[src/rtl/keypad_scan.sv]
// 4x4 matrix keypad scanner: drives one column low per cycle, classifies each
// 4-cycle frame, and debounces a single key over DEB_FRAMES identical frames.
module keypad_scan #(
   parameter int DEB_FRAMES = 4
) (
   input  logic       clk,
   input  logic       rst_n,
   input  logic [3:0] row,
   output logic [3:0] col,
   output logic [3:0] key_code,
   output logic       key_valid,
   output logic       key_down
);

   typedef enum logic [1:0] {IDLE, DEBOUNCE, PRESSED, RELEASE} state_t;

   state_t     state;
   logic [1:0] col_cnt;
   logic [1:0] acc_n;
   logic [3:0] acc_code;
   logic [3:0] cnt;
   logic [3:0] cand;

   logic [3:0] hits;
   logic [2:0] pop;
   logic [2:0] sum;
   logic [1:0] frame_n;
   logic [3:0] hit_code;
   logic [3:0] frame_code;
   logic       f_none;
   logic       f_single;
   logic       cnt_done;

   assign col = ~(4'b0001 << col_cnt);

   // Accumulate this column's sample onto the frame so far; count saturates at 2
   // because the classifier only distinguishes none / one / many.
   always_comb begin
      hits     = ~row;
      pop      = {2'b0, hits[0]} + {2'b0, hits[1]} + {2'b0, hits[2]} + {2'b0, hits[3]};
      sum      = ((col_cnt == 2'd0) ? 3'd0 : {1'b0, acc_n}) + pop;
      frame_n  = (sum >= 3'd2) ? 2'd2 : sum[1:0];
      hit_code = acc_code;
      for (int r = 0; r < 4; r++)
         if (hits[r]) hit_code = {2'(r), col_cnt};
      frame_code = (pop != 3'd0) ? hit_code : acc_code;
      f_none     = (frame_n == 2'd0);
      f_single   = (frame_n == 2'd1);
      cnt_done   = ((cnt + 4'd1) == 4'(DEB_FRAMES));
   end

   always_ff @(posedge clk or negedge rst_n) begin
      if (!rst_n) begin
         col_cnt   <= 2'd0;
         acc_n     <= 2'd0;
         acc_code  <= 4'd0;
         state     <= IDLE;
         cnt       <= 4'd0;
         cand      <= 4'd0;
         key_code  <= 4'd0;
         key_valid <= 1'b0;
         key_down  <= 1'b0;
      end else begin
         col_cnt   <= col_cnt + 2'd1;
         acc_n     <= frame_n;
         acc_code  <= frame_code;
         key_valid <= 1'b0;
         if (col_cnt == 2'd3) begin
            case (state)
               IDLE: begin
                  if (f_single) begin
                     state <= DEBOUNCE;
                     cand  <= frame_code;
                     cnt   <= 4'd1;
                  end
               end
               DEBOUNCE: begin
                  if (f_single && frame_code == cand) begin
                     if (cnt_done) begin
                        state     <= PRESSED;
                        cnt       <= 4'd0;
                        key_code  <= cand;
                        key_down  <= 1'b1;
                        key_valid <= 1'b1;
                     end else begin
                        cnt <= cnt + 4'd1;
                     end
                  end else begin
                     state <= IDLE;
                     cnt   <= 4'd0;
                  end
               end
               PRESSED: begin
                  if (f_none) begin
                     state <= RELEASE;
                     cnt   <= 4'd1;
                  end
               end
               RELEASE: begin
                  if (f_none) begin
                     if (cnt_done) begin
                        state    <= IDLE;
                        cnt      <= 4'd0;
                        key_down <= 1'b0;
                     end else begin
                        cnt <= cnt + 4'd1;
                     end
                  end else begin
                     // bounce while letting go: treat as still held
                     state <= PRESSED;
                     cnt   <= 4'd0;
                  end
               end
               default: begin
                  state <= IDLE;
                  cnt   <= 4'd0;
               end
            endcase
         end
      end
   end

endmodule

[config.mk]
export PLATFORM = sky130hd
export DESIGN_NAME = keypad_scan
export DESIGN_NICKNAME = d
export VERILOG_FILES = /design/src/rtl/keypad_scan.sv
export SDC_FILE = /design/constraint.sdc
export NUM_CORES = 1
export LEC_CHECK = 0
export CAP_MARGIN = 20
export CORE_MARGIN = 4
export CORE_UTILIZATION = 59
export CTS_CLUSTER_DIAMETER = 40
export DETAILED_ROUTE_END_ITERATION = 12
export PLACE_DENSITY_LB_ADDON = 0.05
export SYNTH_ARGS = -nofsm -noshare
export SYNTH_HDL_FRONTEND = slang
export SYNTH_SLANG_ARGS = --single-unit
export TNS_END_PERCENT = 5
[constraint.sdc]
create_clock -name clk -period 4.45 [get_ports clk]
set_input_delay 0.445 -clock clk [delete_from_list [all_inputs] [get_ports clk]]
set_output_delay 0.445 -clock clk [all_outputs]
set_load 0.005 [all_outputs]
==> impl_metrics.env <==
export IMPL_outcome="finished clean"
export IMPL_hp_class="in2async"
export IMPL_finalNetCount=164
export IMPL_yosys_area_top_type_share=0.436
export IMPL_finalSetupViolations=0
export IMPL_dieHeight_um=56.3
export IMPL_use_met3=0.0368
export IMPL_drtAntennaViolNets=0
export IMPL_clk_pin_slew_ns=0.12
export IMPL_chipWidth_um=56.3
export IMPL_ys_warn_count=0
export IMPL_setup_tns_final_ns=0
export IMPL_cts_root_buf="clkbuf_4"
export IMPL_nFillCells=152
export IMPL_grt_antenna_before_repair=0
export IMPL_core_area_mm2=0.00221
export IMPL_hold_ws_ns=0.295
export IMPL_initial_core_util=0.622
export IMPL_grt_pass1_wl_um=4450
export IMPL_synth_nets=143
export IMPL_fmax_mhz=260
export IMPL_drive_gt1_frac=0.110
export IMPL_first_pass_iters=4
export IMPL_grt_max_degree=25
export IMPL_rr_startpoint="col_cnt[0]"
export IMPL_p_seq_frac=0.482
export IMPL_synth_flop_cell="dfrtp_1"
export IMPL_cp_num_buf_inv=3
export IMPL_synth_edff_count=0
export IMPL_r2r_end="key_code[1]"
export IMPL_synthCells=126
export IMPL_synth_seq_cells=24
export IMPL_synth_area_leaders="dfrtp_1, ha_1, o21ai_0, inv_1, mux2_1"
export IMPL_gp_congestion=0.889
export IMPL_dp_hpwl_um=2000
export IMPL_die_area_mm2=0.00317
export IMPL_async_flop_share=1.00
export IMPL_fin_area_mm2=0.00164
export IMPL_holdBufCountCts=0
export IMPL_io_pins=16
export IMPL_r2r_cells=12
export IMPL_rsz0062_at_grt="false"
export IMPL_critPathCaptureType="flop"
export IMPL_clkLatencyLatePin_ns=0.32
export IMPL_cts_tree="yes"
export IMPL_area_growth_synth_to_final_pct=19.1
export IMPL_crit_chain="clkdlybuf4s50_1 > fa_1 > inv_1 > ha_1 > ha_1 > inv_1 > fa_1 > xor2_1 > nand4_1 > a211oi_2 > o2111ai_2 > nor3_4 > mux2_1"
export IMPL_cp_arrival_ns=4.06
export IMPL_synth_top_area_cell="dfrtp_1"
export IMPL_power_density_mw_per_mm2=379
export IMPL_finalHoldViolCount=0
export IMPL_drc=0
export IMPL_ff2ff_setup_slack_ns=1.15
export IMPL_drt_total_wl_um=2650
export IMPL_peakVddDrop_mv=0.246
export IMPL_fp_row_count=17
export IMPL_ctsLongestPathBuffers=2
export IMPL_max_slew_margin_rel=0.555
export IMPL_layout_min_cycle_time_ns=3.85
export IMPL_grt_ovfl_total=0
export IMPL_finalCritPeriodShare=0.864
export IMPL_combPwrFrac=0.268
export IMPL_placed_cell_area_mm2=0.00156
export IMPL_drv_cap=0
export IMPL_p_int_mw=0.433
export IMPL_drv_slew=0
export IMPL_netSwitchingFraction=0.302
export IMPL_use_met2=0.275
export IMPL_p_leak_nw=0.762
export IMPL_worstSetupPathType="in2reg"
export IMPL_start_kind="input port"
export IMPL_critPathTopFamily="adder cells"
export IMPL_portBuffers=15
export IMPL_ctsResizeCount=0
export IMPL_grt_pass1_vias=1015
export IMPL_worst_slew_pin_slew_ns=0.661
export IMPL_cts_made_buffers=3
export IMPL_synth_area_per_cell_um2=10.9
export IMPL_p_sw_mw=0.188
export IMPL_critical_path_max_stage_delay_ns=0.55
export IMPL_global_route_usage_met1=0.241
export IMPL_cts_sinks=24
export IMPL_wl_per_cell_um=15.2
export IMPL_htreeDepth=1
export IMPL_antenna_cells=0
export IMPL_yosysUniqueCellTypes=41
export IMPL_seq_area_frac_synth=0.436
export IMPL_crit_required_ns=4.66
export IMPL_p_clk_frac=0.250
export IMPL_postCtsSetupBuffers=0
export IMPL_vias=992
export IMPL_cpMaxStageDelayCell="fa_1"
export IMPL_drt_iter0_markers=17
export IMPL_fin_skew_ns=0.00362
export IMPL_cp_max_fo=8
export IMPL_most_common_layout_cells="dfrtp_1, clkdlybuf4s50_1, inv_1"
export IMPL_grt_busiest_layer="met2"
export IMPL_mostFrequentLayoutCell="dfrtp_1"
export IMPL_viasPerCell=5.70
export IMPL_synth_cell_area_mm2=0.00138
export IMPL_track_usage=0.176
cells by family after synthesis:
logic type / Yosys count / share of synthesized area
and+or+nand+nor: 35 / 0.157
DFF: 24 / 0.436
adders and majority gates: 11 / 0.111
xor gates and xnor gates: 7 / 0.0445
AOI/OAI and AO/OA: 28 / 0.150
buffers and inverters: 13 / 0.0355
muxes: 8 / 0.0654
sequential cells by signal, indices dropped and copies added (netlist names):
name and flops:
cand 4, col_cnt 2, state 2, acc_code 4, cnt 4, key_code 4, key_valid 1, acc_n 2
key_down 1
worst max-delay path by stage:
stage	from	endpoint	depth (start not counted)
after floorplan	row[0]	key_code[0]	12
after global placement	row[0]	key_code[0]	13
after detailed placement	row[0]	key_code[1]	13
after CTS	row[0]	key_code[1]	13
after global routing	row[0]	key_code[0]	13
final	row[0]	key_code[1]	13
layer usage:
metal / vias up / routed length [µm]
li1: 491 / -
met1: 481 / 1280
met2: 16 / 1270
met3: 4 / 78
met4: 0 / 20
met5: - / 0
area by class of cell:
| class | count | area [µm²] | area share |
|---|---|---|---|
| inverter | 13 | 48.8 | 0.0298 |
| tap | 28 | 35.0 | 0.0214 |
| clock inverter | 1 | 30.0 | 0.0183 |
| multi-input combinational | 89 | 727 | 0.444 |
| timing repair buffer | 16 | 175 | 0.107 |
| sequential | 24 | 601 | 0.366 |
| clock buffer | 3 | 22.5 | 0.0137 |
power groups by stage:
stage / clock network, mW / logic, mW / registers, mW
2_1_floorplan: 0 / 0.130 / 0.289
3_3_place_gp: 0 / 0.158 / 0.299
3_5_place_dp: 0 / 0.164 / 0.302
4_1_cts: 0.159 / 0.164 / 0.298
5_1_grt: 0.168 / 0.184 / 0.308
6_report: 0.155 / 0.166 / 0.299
Yosys cell counts, drive strengths merged (2+ instances only):
cell	count
o21ai	10
a21o	2
ha	9
mux2	8
nor2	2
nor3	3
nand2b	4
fa	2
inv	13
xor2	2
nand2	10
and3b	2
xnor2	5
nand3	2
a21boi	2
or4b	2
and2	3
dfrtp	24
a211oi	2
o211ai	2
a32o	2
nor2b	2
stage by stage:
stage | instances | setup WS (ns) | util | power (mW)
global route | 174 | 0.378 | 0.741 | 0.659
CTS | 173 | 0.616 | 0.730 | 0.622
floorplan | 126 | 1.06 | - | 0.420
finish | 174 | 0.604 | 0.741 | 0.621
detailed placement | 169 | 0.264 | 0.706 | 0.466
global placement | 169 | 0.378 | 0.706 | 0.457
(Power assumes the default switching activity.)
